--- src/rtl/sram_req_arbiter.sv ---
// Two-master arbiter onto one sram-like port: data-first priority with fetch
// anti-starvation, grant hold until accept, and an in-order owner FIFO for responses.
module sram_req_arbiter #(
    parameter int DEPTH      = 4,
    parameter int STARVE_MAX = 3
) (
    input  logic                    aclk,
    input  logic                    areset,
    input  logic                    inst_req,
    input  logic                    inst_wr,
    input  logic [1:0]              inst_size,
    input  logic [31:0]             inst_addr,
    input  logic [3:0]              inst_wstrb,
    input  logic [31:0]             inst_wdata,
    output logic                    inst_addr_ok,
    output logic                    inst_data_ok,
    output logic [31:0]             inst_rdata,
    input  logic                    data_req,
    input  logic                    data_wr,
    input  logic [1:0]              data_size,
    input  logic [31:0]             data_addr,
    input  logic [3:0]              data_wstrb,
    input  logic [31:0]             data_wdata,
    output logic                    data_addr_ok,
    output logic                    data_data_ok,
    output logic [31:0]             data_rdata,
    output logic                    m_req,
    output logic                    m_wr,
    output logic [1:0]              m_size,
    output logic [31:0]             m_addr,
    output logic [3:0]              m_wstrb,
    output logic [31:0]             m_wdata,
    input  logic                    m_addr_ok,
    input  logic                    m_data_ok,
    input  logic [31:0]             m_rdata,
    output logic [$clog2(DEPTH):0]  outstanding,
    output logic                    proto_err
);

    localparam int PW = $clog2(DEPTH);
    localparam int CW = PW + 1;
    localparam int SW = (STARVE_MAX < 1) ? 1 : $clog2(STARVE_MAX + 1);

    typedef enum logic [1:0] {
        GRANT_FREE = 2'd0,
        HOLD_INST  = 2'd1,
        HOLD_DATA  = 2'd2
    } grant_state_e;

    grant_state_e      state_r;
    grant_state_e      state_nxt_s;
    logic              sel_data_s;
    logic              sel_req_s;
    logic              full_s;
    logic              empty_s;
    logic              acc_s;
    logic              pop_s;
    logic              head_s;
    logic [SW-1:0]     starve_r;
    logic [DEPTH-1:0]  owner_r;
    logic [PW-1:0]     wr_ptr_r;
    logic [PW-1:0]     rd_ptr_r;
    logic [CW-1:0]     count_r;
    logic              proto_err_r;

    assign full_s      = (count_r == CW'(DEPTH));
    assign empty_s     = (count_r == {CW{1'b0}});
    assign head_s      = owner_r[rd_ptr_r];
    assign outstanding = count_r;
    assign proto_err   = proto_err_r;
    assign inst_rdata  = m_rdata;
    assign data_rdata  = m_rdata;

    // Master selection: a held grant wins, else data first unless fetch has starved.
    always_comb begin
        sel_data_s = 1'b0;
        case (state_r)
            HOLD_INST: sel_data_s = 1'b0;
            HOLD_DATA: sel_data_s = 1'b1;
            default: begin
                if (inst_req && data_req) begin
                    sel_data_s = (starve_r != SW'(STARVE_MAX));
                end else begin
                    sel_data_s = data_req;
                end
            end
        endcase
    end

    // Downstream request, field mux and per-master handshakes.
    always_comb begin
        sel_req_s    = sel_data_s ? data_req : inst_req;
        m_req        = sel_req_s && !full_s && !areset;
        acc_s        = m_req && m_addr_ok;
        pop_s        = m_data_ok && !empty_s && !areset;
        inst_addr_ok = acc_s && !sel_data_s;
        data_addr_ok = acc_s && sel_data_s;
        inst_data_ok = pop_s && !head_s;
        data_data_ok = pop_s && head_s;
        if (sel_data_s) begin
            m_wr    = data_wr;
            m_size  = data_size;
            m_addr  = data_addr;
            m_wstrb = data_wstrb;
            m_wdata = data_wdata;
        end else begin
            m_wr    = inst_wr;
            m_size  = inst_size;
            m_addr  = inst_addr;
            m_wstrb = inst_wstrb;
            m_wdata = inst_wdata;
        end
    end

    // Grant-hold next state: latch a stalled grant, release on accept or when the holder withdraws.
    always_comb begin
        state_nxt_s = state_r;
        if (acc_s) begin
            state_nxt_s = GRANT_FREE;
        end else if (m_req) begin
            state_nxt_s = sel_data_s ? HOLD_DATA : HOLD_INST;
        end else begin
            case (state_r)
                HOLD_INST, HOLD_DATA: state_nxt_s = sel_req_s ? state_r : GRANT_FREE;
                default:              state_nxt_s = GRANT_FREE;
            endcase
        end
    end

    // Grant-hold state register.
    always_ff @(posedge aclk or posedge areset) begin
        if (areset) begin
            state_r <= GRANT_FREE;
        end else begin
            state_r <= state_nxt_s;
        end
    end

    // Fetch starvation counter, moves only on accepted requests.
    always_ff @(posedge aclk or posedge areset) begin
        if (areset) begin
            starve_r <= {SW{1'b0}};
        end else if (acc_s) begin
            if (sel_data_s && inst_req) begin
                if (starve_r != SW'(STARVE_MAX)) begin
                    starve_r <= starve_r + SW'(1'b1);
                end
            end else begin
                starve_r <= {SW{1'b0}};
            end
        end
    end

    // Owner FIFO, occupancy and sticky protocol error.
    always_ff @(posedge aclk or posedge areset) begin
        if (areset) begin
            owner_r     <= {DEPTH{1'b0}};
            wr_ptr_r    <= {PW{1'b0}};
            rd_ptr_r    <= {PW{1'b0}};
            count_r     <= {CW{1'b0}};
            proto_err_r <= 1'b0;
        end else begin
            if (acc_s) begin
                owner_r[wr_ptr_r] <= sel_data_s;
                wr_ptr_r          <= wr_ptr_r + PW'(1'b1);
            end
            if (pop_s) begin
                rd_ptr_r <= rd_ptr_r + PW'(1'b1);
            end
            case ({acc_s, pop_s})
                2'b10:   count_r <= count_r + CW'(1'b1);
                2'b01:   count_r <= count_r - CW'(1'b1);
                default: count_r <= count_r;
            endcase
            if (m_data_ok && empty_s) begin
                proto_err_r <= 1'b1;
            end
        end
    end

endmodule

--- config.mk ---
export PLATFORM = sky130hd
export DESIGN_NAME = sram_req_arbiter
export DESIGN_NICKNAME = d
export VERILOG_FILES = /design/src/rtl/sram_req_arbiter.sv
export SDC_FILE = /design/constraint.sdc
export NUM_CORES = 1
export LEC_CHECK = 0
export CAP_MARGIN = 30
export CORE_AREA = 2 2 124 126
export DETAILED_ROUTE_END_ITERATION = 16
export DIE_AREA = 0 0 126 128
export GPL_TIMING_DRIVEN = 0
export PLACE_DENSITY_LB_ADDON = 0.3
export SYNTH_ARGS = -nofsm -noshare
export SYNTH_HDL_FRONTEND = slang
export SYNTH_SLANG_ARGS = --single-unit
--- constraint.sdc ---
create_clock -name aclk -period 8.1 [get_ports aclk]
set_clock_uncertainty 0.05 [all_clocks]
set_input_delay 1.62 -clock aclk [delete_from_list [all_inputs] [get_ports aclk]]
set_output_delay 1.62 -clock aclk [all_outputs]
set_load 0.01 [all_outputs]
==> flow_summary.ini, run 1 <==
[outcome]
status = completed

[floorplanning]
core_area_um2 = 14900
fp.dieH_um = 128
start_util_pct = 15.0
dieArea_um2 = 16100
io_pins = 324
die_w_um = 126
num_rows = 45

[timing]
timing.final.hold_violations = 0
rsz0062_at_grt = false
setup_viol = 0
worst_pin_slew_ns = 0.631
max_freq_ghz = 0.172
drv_slew = 0
slew_headroom_pct = 57.9
final.setup.worst_slack_ns = 2.28
period_share_pct = 71.8
totalNegativeSetupSlack_ns = 0
min_period_ns = 5.82
holdWs_ns = 0.413

[detailed_routing]
vias = 2679
routedWlPerCell_um = 15.9
totalWireLength_um = 11300
ant_nets = 0
drt_iter0_drc = 40
first_pass_iters = 4
drc = 0
viasPerCell = 3.77

[yosys]
ys_seq_area_share_pct = 18.0
ys.warnings.count = 0
syn_nets = 416
avgSynthCellArea_um2 = 9.76
synth_seq_cells = 16
synth.distinct_cells = 28
netlist_area_um2 = 2230
synth-edff-count = 0
async_flop_share_pct = 100
syn_inst = 228
synthFlopType = dfrtp_1

[global_route]
antenna_found_initial = 0
overflow = 0
grt_pass1_wl_um = 16000
met3_usage_pct = 2.30
grt_max_degree = 17
top_usage_layer = met2
grt_pass1_vias = 2717
gr-usage-met1_pct = 14.9
grt_util_met2_pct = 24.3
grt_use_total_pct = 12.5

[critical_path]
crit_chain = clkdlybuf4s50_1 > nand2_1 > a31oi_2 > buf_2 > buf_2 > mux2_2 > clkdlybuf4s50_1
cp-end-kind = output port
slowest_delay_ns = 0.55
critical_path_class = in -> out
path_buf_inv = 4
cp-start-kind = primary input
critPathSlowestCell = clkdlybuf4s50_1
cp_top_family = buffers and inverters
critPathRequiredTime_ns = 6.43
crit_fanout = 10
arrival_ns = 4.15

[clocking]
clk_pin_slew_ns = 0.05
post_cts_buffers = 0
cts_buffers = 3
htree_num_levels = 1
cts.path.max_buffers = 2
cts_tree = built
cts_hold_buf = 0
cts_resized = 0
clock-root-buffer = clkbuf_16
clkSinkCount = 16
worstSkewPairLatency_ns = 0.24

[worst_hold_path]
holdCritPathClass = reg -> reg

[place]
place_congestion = 0.834
port-buffer-count = 291
pre_cts_ws_ns = 2.17
hpwl_um = 9960

[power]
peakVddDrop_v = 0.000131
power_density_nw_per_um2 = 138
p_leak_nw = 2.23

[cells_and_area]
final_cell_mix = clkdlybuf4s50_1, mux2_2, buf_4, dfrtp_1
area_delta_synth_final_pct = 145
seq_area_um2 = 400
num_antenna_cells = 0
fill_cells = 1496
multi_input_area_um2 = 1270
drive_above_1_share_pct = 29.8
finalNetCount = 712
layout_commonest_cell = clkdlybuf4s50_1

[job]
drv_cap = 0
==> registers in the layout, indices dropped and copies added (netlist names) <==
signal	flops
proto_err	1
outstanding	3
wr_ptr_r	2
starve_r	2
rd_ptr_r	2
state_r	2
owner_r	4
==> cells by family (layout without fill, tap and decap cells) <==
logic type / count (synthesis) / after routing / synth area share (%)
flip-flops: 16 / 16 / 18.0
AND/OR/NAND/NOR: 24 / 24 / 6.35
XOR/XNOR: 6 / 6 / 2.36
buffers and inverters: 82 / 377 / 25.1
AO/OA/AOI/OAI: 17 / 17 / 4.95
adder cells (fa/ha/maj): 8 / 8 / 4.83
multiplexers: 75 / 75 / 38.4
==> cell type report <==
| cell class | instances | share of cell area (%) |
|---|---|---|
| inverters | 9 | 0.618 |
| clock buffers | 4 | 1.63 |
| well taps | 188 | 4.31 |
| multi-input cells | 130 | 23.2 |
| flip-flops and latches | 16 | 7.33 |
| repair buffers | 291 | 53.3 |
| plain buffers | 73 | 9.62 |
==> power breakdown <==
| group | leakage [nW] | switching [mW] | internal, mW |
|---|---|---|---|
| Sequential | 0.192 | 0.0277 | 0.115 |
| Clock | 0.0442 | 0.0318 | 0.0750 |
| Combinational | 1.99 | 0.189 | 0.316 |
| Total | 2.23 | 0.249 | 0.506 |
==> through the flow <==
| stage | cells | power, mW | util (%) | instance area, um^2 |
|---|---|---|---|---|
| final | 711 | 0.755 | 36.8 | 5460 |
| after global routing | 711 | 0.803 | 36.8 | 5460 |
| after floorplan | 228 | 0.380 | - | 2230 |
| after CTS | 711 | 0.766 | 36.8 | 5460 |
| after global placement | 707 | 0.647 | 36.2 | 5370 |
| after detailed placement | 707 | 0.655 | 36.2 | 5370 |
==> synth_stat cells, drive strengths merged, types with 5 or more instances <==
| cell type | instances | area share [%] |
|---|---|---|
| buf | 73 | 24 |
| mux2 | 73 | 37 |
| a21oi | 5 | 1.1 |
| ha | 7 | 3.9 |
| inv | 9 | 1.5 |
| dfrtp | 16 | 18 |
| nand2 | 5 | 0.84 |
| a31oi | 7 | 2.2 |
| nor2 | 5 | 0.84 |
==> path summary, 6_finish.rpt <==
kind	startpoint	endpoint	slack (ns)	cells after the start
worst max-delay path	inst_req	m_wdata[16]	2.28	7
min in group asynchronous	areset	outstanding[1]	1.81	2
worst min-delay path	proto_err	proto_err	0.41	1
worst max register to register	state_r[0]	outstanding[2]	5.28	13
worst min register to register	proto_err	proto_err	0.41	1
max in group asynchronous	areset	starve_r[0]	5.78	2
==> metal layers <==
metal	part of all wire [%]	vias up
met5	0	-
met4	0	0
met3	6.8	0
met2	54	129
met1	39	1241
li1	-	1309
(Power assumes the default switching activity.)
==> run 2: changes to the inputs <==
--- a/config.mk
+++ b/config.mk
@@ -6,9 +6,9 @@
 export NUM_CORES = 1
 export LEC_CHECK = 0
 export CAP_MARGIN = 30
-export CORE_AREA = 2 2 124 126
+export CORE_AREA = 2 2 127 129
 export DETAILED_ROUTE_END_ITERATION = 16
-export DIE_AREA = 0 0 126 128
+export DIE_AREA = 0 0 129 131
 export GPL_TIMING_DRIVEN = 0
 export PLACE_DENSITY_LB_ADDON = 0.3
 export SYNTH_ARGS = -nofsm -noshare
==> constraint.sdc (replaced) <==
create_clock -name aclk -period 5.1 [get_ports aclk]
set_clock_uncertainty 0.05 [all_clocks]
set_input_delay 1.02 -clock aclk [delete_from_list [all_inputs] [get_ports aclk]]
set_output_delay 1.02 -clock aclk [all_outputs]
set_load 0.01 [all_outputs]
==> flow_summary.ini, run 2 (synthesized netlist as in run 1, its figures left out) <==
[clocking]
htree_num_levels = 1
cts.path.max_buffers = 2
clkSinkCount = 16
clock-root-buffer = clkbuf_16
cts_hold_buf = 0
clk_pin_slew_ns = 0.05
cts_tree = built
cts_buffers = 3
worstSkewPairLatency_ns = 0.25
post_cts_buffers = 0
cts_resized = 0

[outcome]
status = completed

[cells_and_area]
drive_above_1_share_pct = 29.8
stdcell_area_um2 = 5500
fill_cells = 1594
largest_reg_flops = 4
num_antenna_cells = 0
finalNetCount = 712
layout_commonest_cell = clkdlybuf4s50_1
area_delta_synth_final_pct = 147
final_cells = 739
final_cell_mix = clkdlybuf4s50_1, mux2_2, buf_4, dfrtp_1
top_register = owner_r

[floorplanning]
start_util_pct = 14.3
fp.dieH_um = 131
num_rows = 46
die_w_um = 129
io_pins = 324
core_area_um2 = 15600
dieArea_um2 = 16900

[critical_path]
cp-end-kind = output port
arrival_ns = 3.58
cp-start-kind = primary input
crit_fanout = 10
critical_path_class = in -> out
critPathRequiredTime_ns = 4.03

[timing]
min_period_ns = 4.65
timing.final.hold_violations = 0
totalNegativeSetupSlack_ns = 0
slew_headroom_pct = 55.9
setup_viol = 0
drv_slew = 0
period_share_pct = 91.2
worst_pin_slew_ns = 0.660
max_freq_ghz = 0.215
final.setup.worst_slack_ns = 0.449
rsz0062_at_grt = false

[place]
dp.cells = 735
port-buffer-count = 291
pre_cts_ws_ns = 0.332
place_congestion = 0.754
hpwl_um = 10000
placed_area_um2 = 5410

[global_route]
overflow = 0
antenna_found_initial = 0
grt_max_degree = 17
grt_pass1_vias = 2650
grt_use_total_pct = 11.5
grt_pass1_wl_um = 15000

[detailed_routing]
vias = 2677
drc = 0
viasPerCell = 3.62
ant_nets = 0
first_pass_iters = 4
routedWlPerCell_um = 15.3
drt_iter0_drc = 22
totalWireLength_um = 11300

[job]
drv_cap = 0

[power]
peakVddDrop_v = 0.000193
power_mw = 1.20
power_density_nw_per_um2 = 219
p_leak_nw = 2.23

[worst_hold_path]
holdCritPathClass = reg -> reg
run 2: cell counts in the layout (fill, tap and decap cells not counted):
No cell type changed its count.
run 2: power by group:
part           switching, mW  internal [mW]  leakage [nW]
sequential            0.0429          0.183         0.192
clock                 0.0489          0.119        0.0442
combinational          0.306          0.502          1.99
run 2: layout make-up:
type	count	area (um^2)	area share, %
clock buffer	4	88.8	1.62
multi-input combinational	130	1270	23.0
inverter	9	33.8	0.614
sequential	16	400	7.28
buffer	73	526	9.56
timing repair buffer	291	2910	53.0
tap	216	270	4.92
run 2: final timing paths:
check                      startpoint             end  slack [ns]  cells after the start
setup reg to reg           state_r[1]  outstanding[2]        2.24                     12
hold reg to reg             proto_err       proto_err        0.41                      1
min in group asynchronous      areset       proto_err        1.17                      2
hold / removal              proto_err       proto_err        0.41                      1
setup / recovery             inst_req     m_wdata[14]        0.45                      7
max in group asynchronous      areset     starve_r[1]        3.43                      2
run 2: worst max-delay path, cell delays in order:
cell             delay [ns]
clkdlybuf4s50_1        0.57
nand2_1                0.13
a31oi_2                0.42
buf_2                  0.33
buf_2                  0.27
mux2_2                 0.36
clkdlybuf4s50_1        0.48
run 2: metrics by stage:
step                      hold WS [ns]  util [%]
final                            0.412      35.2
after global routing             0.433      35.2
after CTS                        0.415      35.2
after detailed placement         0.402      34.7
after global placement           0.394      34.7
after floorplan                  0.403         -
run 2: routing by layer:
layer / GRT usage (%) / vias to the layer above / part of all wire (%) / routed length [um]
met4: 2.69 / 0 / 1.7 / 193
met5: 0 / - / 0 / 0
met2: 22.1 / 128 / 53 / 6000
li1: - / 1309 / - / -
met3: 2.20 / 8 / 7.5 / 842
met1: 13.2 / 1232 / 38 / 4260
==> run 3: changes to the inputs <==
--- a/config.mk
+++ b/config.mk
@@ -6,9 +6,10 @@
 export NUM_CORES = 1
 export LEC_CHECK = 0
 export CAP_MARGIN = 30
-export CORE_AREA = 2 2 127 129
+export CORE_AREA = 2 2 124 126
+export CTS_CLUSTER_DIAMETER = 100
 export DETAILED_ROUTE_END_ITERATION = 16
-export DIE_AREA = 0 0 129 131
+export DIE_AREA = 0 0 126 128
 export GPL_TIMING_DRIVEN = 0
 export PLACE_DENSITY_LB_ADDON = 0.3
 export SYNTH_ARGS = -nofsm -noshare
==> constraint.sdc (replaced) <==
create_clock -name aclk -period 5.7 [get_ports aclk]
set_clock_uncertainty 0.05 [all_clocks]
set_input_delay 1.14 -clock aclk [delete_from_list [all_inputs] [get_ports aclk]]
set_output_delay 1.14 -clock aclk [all_outputs]
set_load 0.01 [all_outputs]
==> results of run 3 <==
The final DEF is identical to that of run 1. Status: completed.
Among the figures that moved: setup slack after placement 2.17 ns -> 0.728 ns; setup slack after layout 2.28 ns -> 0.844 ns; register-to-register setup slack 5.28 ns -> 2.88 ns; total power 0.755 mW -> 1.07 mW; worst IR drop on VDD 0.000131 V -> 0.000186 V
